==> src/rtl/sys_bus_pkg.sv <==
// sys_bus_pkg: shared definitions for the compy CPU-side bus controller.
//   - FSM state and read-source encodings
//   - SYS control register bit positions
//   - default compy region tables (base / mask / read wait states)
package sys_bus_pkg;

   typedef enum logic {
      IDLE,
      WAIT
   } state_t;

   // Source latched at the start of a read, selects what is returned at completion.
   typedef enum logic [1:0] {
      SRC_SLAVE,
      SRC_SYS,
      SRC_UNMAPPED
   } src_t;

   // SYS register layout: speed LSB-aligned, sticky bus error in the MSB.
   localparam int unsigned SYS_SPEED_LSB = 0;

   function automatic int unsigned sys_err_bit(input int unsigned data_w);
      return data_w - 1;
   endfunction

   // Default compy memory map (index 0 is highest priority):
   //   0 RAM    0000-7FFF  0 wait
   //   1 ROM    C000-FFFF  2 wait
   //   2 IO     9000-90FF  1 wait
   //   3 CHRONI 9100-91FF  3 wait
   //   4 EXT    8000-8FFF  5 wait
   localparam logic [5*16-1:0] COMPY_REGION_BASE =
      {16'h8000, 16'h9100, 16'h9000, 16'hC000, 16'h0000};
   localparam logic [5*16-1:0] COMPY_REGION_MASK =
      {16'hF000, 16'hFF00, 16'hFF00, 16'hC000, 16'h8000};
   localparam logic [5*4-1:0]  COMPY_REGION_WAIT =
      {4'd5, 4'd3, 4'd1, 4'd2, 4'd0};

endpackage

==> src/rtl/bus_decode.sv <==
// bus_decode: combinational address decoder.
//   addr     in   CPU (or DMA) address
//   sel      out  one-hot region select, all zero for SYS_ADDR or unmapped
//   idx      out  index of the winning region (lowest index wins)
//   hit_sys  out  address equals SYS_ADDR (overrides every region)
//   unmapped out  no region and not SYS_ADDR
module bus_decode #(
   parameter int unsigned                   ADDR_W      = 16,
   parameter int unsigned                   NUM_SLAVES  = 5,
   parameter int unsigned                   IDX_W       = 3,
   parameter logic [NUM_SLAVES*ADDR_W-1:0]  REGION_BASE = '0,
   parameter logic [NUM_SLAVES*ADDR_W-1:0]  REGION_MASK = '0,
   parameter logic [ADDR_W-1:0]             SYS_ADDR    = '0
) (
   input  logic [ADDR_W-1:0]     addr,
   output logic [NUM_SLAVES-1:0] sel,
   output logic [IDX_W-1:0]      idx,
   output logic                  hit_sys,
   output logic                  unmapped
);

   logic hit;

   always_comb begin
      sel     = '0;
      idx     = '0;
      hit     = 1'b0;
      hit_sys = (addr == SYS_ADDR);
      for (int unsigned i = 0; i < NUM_SLAVES; i++) begin
         if (!hit && ((addr & REGION_MASK[i*ADDR_W +: ADDR_W]) ==
                      (REGION_BASE[i*ADDR_W +: ADDR_W] & REGION_MASK[i*ADDR_W +: ADDR_W]))) begin
            hit    = 1'b1;
            idx    = IDX_W'(i);
            sel[i] = 1'b1;
         end
      end
      if (hit_sys) sel = '0;
      unmapped = !hit_sys && !hit;
   end

endmodule

==> src/rtl/sys_bus_ctrl.sv <==
// sys_bus_ctrl: CPU-side bus controller for compy.
//   sys_clk, reset_n        clock, synchronous active-low reset
//   cpu_addr/rd_req/wr_*    CPU bus; a read starts on the rising edge of cpu_rd_req
//   cpu_rd_data, cpu_ready  registered read data and CPU stall (0 = stall)
//   cpu_clk_en              throttled CPU clock-enable pulse
//   slv_sel, slv_wr_en      one-hot slave select / write strobe
//   slv_rd_data             packed slave read data
//   speed, bus_err          SYS register contents
module sys_bus_ctrl
   import sys_bus_pkg::*;
#(
   parameter int unsigned                  ADDR_W      = 16,
   parameter int unsigned                  DATA_W      = 8,
   parameter int unsigned                  NUM_SLAVES  = 5,
   parameter logic [NUM_SLAVES*ADDR_W-1:0] REGION_BASE = COMPY_REGION_BASE,
   parameter logic [NUM_SLAVES*ADDR_W-1:0] REGION_MASK = COMPY_REGION_MASK,
   parameter logic [NUM_SLAVES*4-1:0]      REGION_WAIT = COMPY_REGION_WAIT,
   parameter logic [ADDR_W-1:0]            SYS_ADDR    = 16'h9300,
   parameter int unsigned                  SPEED_W     = 3,
   parameter int unsigned                  SPEED_MAX   = 4,
   parameter logic [SPEED_W-1:0]           SPEED_RST   = '0
) (
   input  logic                         sys_clk,
   input  logic                         reset_n,
   input  logic [ADDR_W-1:0]            cpu_addr,
   input  logic                         cpu_rd_req,
   input  logic                         cpu_wr_en,
   input  logic [DATA_W-1:0]            cpu_wr_data,
   output logic [DATA_W-1:0]            cpu_rd_data,
   output logic                         cpu_ready,
   output logic                         cpu_clk_en,
   output logic [NUM_SLAVES-1:0]        slv_sel,
   output logic [NUM_SLAVES-1:0]        slv_wr_en,
   input  logic [NUM_SLAVES*DATA_W-1:0] slv_rd_data,
   output logic [SPEED_W-1:0]           speed,
   output logic                         bus_err
);

   localparam int unsigned IDX_W = (NUM_SLAVES > 1) ? $clog2(NUM_SLAVES) : 1;
   localparam int unsigned DIV_W = SPEED_MAX + 1;

   logic [NUM_SLAVES-1:0] dec_sel;
   logic [IDX_W-1:0]      dec_idx;
   logic                  dec_sys, dec_unmapped;

   bus_decode #(
      .ADDR_W      (ADDR_W),
      .NUM_SLAVES  (NUM_SLAVES),
      .IDX_W       (IDX_W),
      .REGION_BASE (REGION_BASE),
      .REGION_MASK (REGION_MASK),
      .SYS_ADDR    (SYS_ADDR)
   ) u_decode (
      .addr     (cpu_addr),
      .sel      (dec_sel),
      .idx      (dec_idx),
      .hit_sys  (dec_sys),
      .unmapped (dec_unmapped)
   );

   state_t             state_q, state_d;
   src_t               src_q, src_d;
   logic [IDX_W-1:0]   idx_q, idx_d;
   logic [3:0]         cnt_q, cnt_d;
   logic               ready_q, ready_d;
   logic [DATA_W-1:0]  rd_data_q, rd_data_d;
   logic [SPEED_W-1:0] speed_q, speed_d;
   logic               err_q, err_d;
   logic               rd_req_prev_q, rd_req_prev_d;
   logic [DIV_W-1:0]   div_q, div_d;
   logic               clk_en_q, clk_en_d;

   logic              rd_edge, wr_ok, err_set, err_clr;
   logic [DATA_W-1:0] sys_word;
   logic [DIV_W-1:0]  div_mask;
   int unsigned       eff;

   assign rd_edge = cpu_rd_req && !rd_req_prev_q;
   assign wr_ok   = cpu_wr_en && (state_q == IDLE);

   always_comb begin
      state_d       = state_q;
      src_d         = src_q;
      idx_d         = idx_q;
      cnt_d         = cnt_q;
      ready_d       = ready_q;
      rd_data_d     = rd_data_q;
      speed_d       = speed_q;
      err_d         = err_q;
      rd_req_prev_d = cpu_rd_req;
      err_set       = 1'b0;
      err_clr       = 1'b0;
      sys_word      = '0;
      sys_word[SYS_SPEED_LSB +: SPEED_W] = speed_q;
      sys_word[sys_err_bit(DATA_W)]      = err_q;

      // Writes never stall; one arriving mid-read is dropped and flagged.
      if (cpu_wr_en && (state_q == WAIT)) err_set = 1'b1;
      if (wr_ok && dec_sys)               speed_d = cpu_wr_data[SPEED_W-1:0];
      if (wr_ok && dec_unmapped)          err_set = 1'b1;

      case (state_q)
         IDLE: begin
            if (rd_edge) begin
               state_d = WAIT;
               ready_d = 1'b0;
               cnt_d   = '0;
               if (dec_sys) begin
                  src_d = SRC_SYS;
               end else if (dec_unmapped) begin
                  src_d = SRC_UNMAPPED;
               end else begin
                  src_d = SRC_SLAVE;
                  idx_d = dec_idx;
                  cnt_d = REGION_WAIT[dec_idx*4 +: 4];
               end
            end
         end
         WAIT: begin
            if (cnt_q != 4'd0) begin
               cnt_d = cnt_q - 4'd1;
            end else begin
               state_d = IDLE;
               ready_d = 1'b1;
               case (src_q)
                  SRC_SYS: begin
                     rd_data_d = sys_word;
                     err_clr   = 1'b1;
                  end
                  SRC_UNMAPPED: begin
                     rd_data_d = '1;
                     err_set   = 1'b1;
                  end
                  default: rd_data_d = slv_rd_data[idx_q*DATA_W +: DATA_W];
               endcase
            end
         end
         default: state_d = IDLE;
      endcase

      // A fresh error in the same cycle as a SYS read-clear keeps the flag set.
      if (err_set)      err_d = 1'b1;
      else if (err_clr) err_d = 1'b0;
   end

   // Throttle: pulse the cycle after the low eff+1 counter bits are all ones.
   // Bit 0 of the counter must be one for a pulse, so pulses can never be adjacent.
   always_comb begin
      eff = 32'(speed_q);
      if (eff > SPEED_MAX) eff = SPEED_MAX;
      div_mask = '0;
      for (int unsigned i = 0; i < DIV_W; i++) div_mask[i] = (i <= eff);
      div_d    = div_q + 1'b1;
      clk_en_d = &(div_q | ~div_mask);
   end

   always_ff @(posedge sys_clk) begin
      if (!reset_n) begin
         state_q       <= IDLE;
         src_q         <= SRC_SLAVE;
         idx_q         <= '0;
         cnt_q         <= '0;
         ready_q       <= 1'b1;
         rd_data_q     <= '0;
         speed_q       <= SPEED_RST;
         err_q         <= 1'b0;
         rd_req_prev_q <= 1'b0;
         div_q         <= '0;
         clk_en_q      <= 1'b0;
      end else begin
         state_q       <= state_d;
         src_q         <= src_d;
         idx_q         <= idx_d;
         cnt_q         <= cnt_d;
         ready_q       <= ready_d;
         rd_data_q     <= rd_data_d;
         speed_q       <= speed_d;
         err_q         <= err_d;
         rd_req_prev_q <= rd_req_prev_d;
         div_q         <= div_d;
         clk_en_q      <= clk_en_d;
      end
   end

   assign cpu_rd_data = rd_data_q;
   assign cpu_ready   = ready_q;
   assign cpu_clk_en  = clk_en_q;
   assign slv_sel     = dec_sel;
   assign slv_wr_en   = wr_ok ? dec_sel : '0;
   assign speed       = speed_q;
   assign bus_err     = err_q;

endmodule

==> config.mk <==
export PLATFORM = sky130hd
export DESIGN_NAME = sys_bus_ctrl
export DESIGN_NICKNAME = d
export VERILOG_FILES = /design/src/rtl/sys_bus_pkg.sv /design/src/rtl/bus_decode.sv /design/src/rtl/sys_bus_ctrl.sv
export SDC_FILE = /design/constraint.sdc
export NUM_CORES = 1
export LEC_CHECK = 0
export CAP_MARGIN = 10
export CORE_ASPECT_RATIO = 0.6
export CORE_MARGIN = 5
export CORE_UTILIZATION = 40
export DETAILED_ROUTE_END_ITERATION = 7
export PLACE_DENSITY = 0.85
export SLEW_MARGIN = 20
export SYNTH_ARGS = -nofsm -noshare
export SYNTH_HDL_FRONTEND = slang
export SYNTH_SLANG_ARGS = --single-unit
==> constraint.sdc <==
create_clock -name sys_clk -period 2.4 [get_ports sys_clk]
set_input_delay 0.24 -clock sys_clk [delete_from_list [all_inputs] [get_ports sys_clk]]
set_output_delay 0.24 -clock sys_clk [all_outputs]
set_load 0.02 [all_outputs]
# After elaboration in Yosys (flattened, before gate mapping)
# Cells that the tools add are included.
word_totals:
  register_bits: 30
  output_inout_bits: 24
classes:
  add_sub_neg: 2
  n_lt_le_gt_ge: 6
  n_eq_ne: 10
  n_shift: 2
  mux: 40
  bitwise: 6
  reduce_logical: 26
op_table:
  columns: ["op", "count"]
  rows:
  - ["$le 1x32->1 const A", 2]
  - ["$le 2x32->1 const A", 2]
  - ["$shiftx 40x7->8", 1]
  - ["$le 3x32->1 const A", 1]
  - ["$mux 1", 24]
  - ["$shiftx 20x6->4 const A", 1]
  - ["$eq 16x16->1 const B", 1]
  - ["$eq 8x8->1 const B", 2]
  - ["$logic_not 16->1", 1]
  - ["$mux 4", 4]
  - ["$pmux 8 s2", 1]
  - ["$mux 3", 4]
  - ["$logic_and 1x1->1", 10]
  - ["$mux 5", 2]
  - ["$pmux 4 s2", 1]
  - ["$reduce_and 2->1", 4]
  - ["$logic_not 1->1", 7]
  - ["$add 5x1->5 const B", 1]
  - ["$not 5->5", 1]
  - ["$or 5x5->5", 1]
  - ["$reduce_and 5->1", 1]
  - ["$eq 2x2->1 const B", 2]
  - ["$eq 4x4->1 const B", 1]
  - ["$mux 2", 2]
  - ["10 further kinds", 15]

# Longest topological paths before layout
logic_depth:
  word_depth: 22
  depth_mapped: 7
  mapped_depth_nobuf: 6

# Modules after synthesis
# From an unflattened synthesis, not the netlist that was laid out.
unflattened:
  cells_unflattened: 223
  hier_area_um2: 1886.8
modules_own_cells:
  columns: ["mod", "n_inst", "cells_per_inst", "area_each_um2"]
  rows:
  - ["sys_bus_ctrl", 1, 202, 1749.2]
  - ["bus_decode", 1, 21, 137.6]

# Least setup slack after synthesis
# Ideal clock, no wire load.
synth_path:
  path_type: "reg-to-reg"
  start: "register cnt_q[0]"
  end: "register rd_data_q[5] (netlist: cpu_rd_data[5])"
  setup_ps: 136
  arrival_ps: 1575
  t_required_ps: 2264
  setup_slack_ps: 689
  stages_incl_launch_ff: 8
  path_buffers: 1
  cell_sequence: "dfxtp_1 -> inv_1 -> ha_1 -> or3b_1 -> or2_1 -> buf_6 -> o31ai_2 -> a311oi_1"
synth_via:
  elab_chain_len: 3
synth_rtl:
  columns: ["element", "line", "text"]
  rows:
  - ["from (decl)", "sys_bus_ctrl.sv:64", "logic [3:0] cnt_q, cnt_d;"]
  - ["from (signal assigned)", "sys_bus_ctrl.sv:174", "cnt_q <= cnt_d;"]
  - ["$reduce_bool 4->1", "sys_bus_ctrl.sv:120", "if (cnt_q != 4'd0) begin"]
  - ["$not 1->1 (no line)", null, null]
  - ["$reduce_and 2->1 (no line)", null, null]
  - ["to (signal assigned)", "sys_bus_ctrl.sv:176", "rd_data_q <= rd_data_d;"]
  - ["to (decl)", "sys_bus_ctrl.sv:66", "logic [DATA_W-1:0] rd_data_q, rd_data_d;"]
# No other way between the ends.
# A chain may end at the register's enable or synchronous reset.

# Worst setup path in the final report
layout_path:
  start: "input cpu_addr[15]"
  end: "output slv_sel[2]"
layout_via:
  elab_chain_len: 9
  elab_cells_between_ends: 12
  classes_between: "3 x eq/ne; 4 x mux; 5 x reduce/logical"
layout_rtl:
  columns: ["element", "line", "text"]
  rows:
  - ["from (decl)", "sys_bus_ctrl.sv:25", "input logic [ADDR_W-1:0] cpu_addr,"]
  - ["$logic_not 16->1", "bus_decode.sv:30", "if (!hit && ((addr & REGION_MASK[i*ADDR_W +: ADDR_W]) =="]
  - ["$mux 1", "bus_decode.sv:30", null]
  - ["$logic_not 1->1", "bus_decode.sv:30", null]
  - ["$logic_and 1x1->1", "bus_decode.sv:30", null]
  - ["$mux 1", "bus_decode.sv:30", null]
  - ["$logic_not 1->1", "bus_decode.sv:30", null]
  - ["$logic_and 1x1->1", "bus_decode.sv:30", null]
  - ["$mux 1", "bus_decode.sv:30", null]
  - ["$mux 5 (*)", "bus_decode.sv:37", "if (hit_sys) sel = '0;"]
  - ["to (decl)", "sys_bus_ctrl.sv:32", "output logic [NUM_SLAVES-1:0] slv_sel,"]
# Mark *: on every way between the ends. The rest lies on a longest branch, timed or not.

==> impl_metrics.py <==
metrics = {
    "timing": {
        "timing.final.crit_period_ns": 2.245,
        "final_hold_viol_count": 0,
        "tightest_slew_ns": 0.5834,
        "relSlewSlack": 0.6105,
        "fin_crit_sh": 0.9354,
        "fmax_mhz": 445.5,
        "slew_violations": 0,
        "finClkSkew_ns": 0.003309,
        "rsz0062_at_grt": "false",
        "timing.hold.ws_ns": 0.4814,
        "setup_violations": 0,
        "fin_setup_tns_ns": 0,
    },
    "finish": {
        "fin_util": 0.6744,
        "final_cell_mix": "85 x clkdlybuf4s50_1, 30 x dfxtp_1, 15 x nand2_1",
        "fin_nets": 367,
        "final_common_cell": "clkdlybuf4s50_1",
        "drive_above_1_share": 0.1014,
        "antenna_cells": 0,
        "syn2layout_area_growth_pct": 58.25,
    },
    "placement": {
        "hpwl_um": 4862,
        "numPortBuffers": 86,
        "gp_congestion": 0.7960,
    },
    "clock_network": {
        "cts_setup_buffers": 0,
        "clock_latency_ns": 0.28,
        "clk_path_buf_depth": 2,
        "cts.sinks": 30,
        "root_buffer": "clkbuf_8",
        "cts_tree": "yes",
        "cts_hold_buf": 0,
        "htreeDepth": 2,
        "cts_buffers": 5,
        "cts.clk_slew.worst_paths_ns": 0.06,
        "cts_resized": 0,
    },
    "floorplan": {
        "die_h_um": 62.02,
        "fp-row-count": 18,
        "die_w_um": 96.71,
        "die-area_um2": 5998,
        "core_um2": 4234,
        "io_pins": 92,
        "initial_core_util": 0.4261,
    },
    "grt": {
        "use_met3": 0.07246,
        "grt_use_met2": 0.3382,
        "grt_pass1_wl_um": 9632,
        "busiest_layer": "met2",
        "grt-ovfl-total": 0,
        "grtUsageMet1": 0.2658,
        "grt_pass1_vias": 1989,
        "grt_use_total": 0.2048,
        "antenna_found_initial": 0,
        "grt_max_degree": 16,
    },
    "power_and_ir_drop": {
        "leakage_uw": 0.001028,
        "p_per_area_nw_per_um2": 472.5,
        "worst_ir_drop_vdd_mv": 0.2449,
    },
    "worst_setup_path": {
        "cp_cell_sequence": "clkdlybuf4s50_1 -> nor3b_1 -> nand3_1 -> nor3_1 -> clkdlybuf4s50_1",
        "startpoint_type": "primary input",
        "cp.arrival_ns": 2.00,
        "cpMostUsedCell": "clkdlybuf4s50_1",
        "startpoint": "cpu_addr[15]",
        "slowest_stage": "clkdlybuf4s50_1",
        "cp_data_required_time_ns": 2.16,
        "worstSetupPathType": "in -> out",
        "r2r_start": "cnt_q[0]$_SDFFE_PN0P_",
        "cp_slowest_stage_delay_ns": 0.63,
        "crit_fanout": 6,
        "end_kind": "output pin",
    },
    "logic_synthesis": {
        "synth_cell_types": 50,
        "syn_area_um2": 1804,
        "synth_fp_nets": 275,
        "synth-main-ff-cell": "dfxtp_1",
        "yosysWarnings": 0,
        "synthCells": 203,
        "synth_edf_count": 0,
        "syn_avg_cell_area_um2": 8.888,
        "async_reset_ff_frac": 0,
        "synth-seq-cells": 30,
        "seq_area_frac_synth": 0.3329,
    },
    "drt": {
        "drc_errors": 0,
        "wirelength_um": 5938,
        "ant_nets": 0,
        "routed-via-count": 2003,
        "drt_iter0_drc": 129,
        "drt_pass1_iterations": 4,
        "viasPerCell": 5.626,
        "routedWlPerCell_um": 16.68,
    },
    "min_path": {
        "hold_path.startpoint": "cpu_ready$_SDFFE_PN1P_",
        "hp-class": "reg -> reg",
    },
    "run_status": {
        "status": "finished clean",
    },
    "run": {
        "drv_cap": 0,
    },
}
==> flip-flops by register name, indices dropped and copies added, names as in the netlist <==
register and cells:
div_q 5, src_q 2, state_q 1, cpu_rd_data 8
cpu_clk_en 1, rd_req_prev_q 1, speed 3, bus_err 1
cpu_ready 1, cnt_q 4, idx_q 3
==> path summary, 6_finish.rpt <==
check | depth (start not counted) | slack (ns) | end
worst max-delay path | 5 | 0.16 | slv_sel[2]
worst min-delay path | 2 | 0.48 | cpu_ready$_SDFFE_PN1P_
worst max register to register | 6 | 0.48 | cpu_rd_data[3]$_SDFFE_PN0P_
worst min register to register | 2 | 0.48 | cpu_ready$_SDFFE_PN1P_
==> per-layer routing <==
metal / vias up / wire, um
met3: 4 / 584
met2: 93 / 2591
li1: 960 / -
met5: - / 0
met4: 0 / 34
met1: 946 / 2727
==> logic make-up after synthesis <==
group	synth area share
adders and majority gates	0.02774
buffers and inverters	0.04646
AOI/OAI and AO/OA	0.2060
xor gates and xnor gates	0.01457
muxes	0.1116
and+or+nand+nor	0.2608
DFF	0.3329
==> area by class of cell <==
cell class	instances	area (um2)
fillers	349	1379
multi-input cells	153	1120
repair buffers	95	930.9
flip-flops and latches	30	600.6
clock buffers	7	86.33
well taps	60	75.07
inverters	10	37.54
clock inverters	1	5.005
==> worst max-delay path, delay by kind of cell <==
kind,cells,cell delay [ns]
buffers and inverters,2,1.18
and+or+nand+nor,3,0.58
==> synth_stat cells, types with 6 or more instances <==
master	n	area [um2]
dfxtp_1	30	600.6
nand2_1	15	56.30
a21oi_1	13	65.06
nor2_1	13	48.80
o21ai_0	10	50.05
inv_1	9	33.78
nand2b_1	9	56.30
a311oi_1	8	70.07
clkbuf_1	8	30.03
mux4_2	8	180.2
and2_1	7	43.79
a211oi_1	6	45.04
nand3_1	6	30.03
nor3_1	6	30.03
==> power by group <==
| group | switching [uW] | internal [uW] |
|---|---|---|
| logic | 155 | 214 |
| registers | 33.7 | 527 |
| clock network | 189 | 231 |
==> metrics by stage <==
step | cell area, um2 | setup slack (ns) | cells | total power [uW]
2_1_floorplan | 1804 | 0.6893 | 203 | 740.0
3_3_place_gp | 2761 | 0.07507 | 348 | 925.5
3_5_place_dp | 2761 | 0.05723 | 348 | 937.2
4_1_cts | 2853 | 0.02527 | 356 | 1349
5_1_grt | 2855 | 0.04155 | 356 | 1410
6_report | 2855 | 0.1551 | 356 | 1349
(Power assumes the default switching activity.)
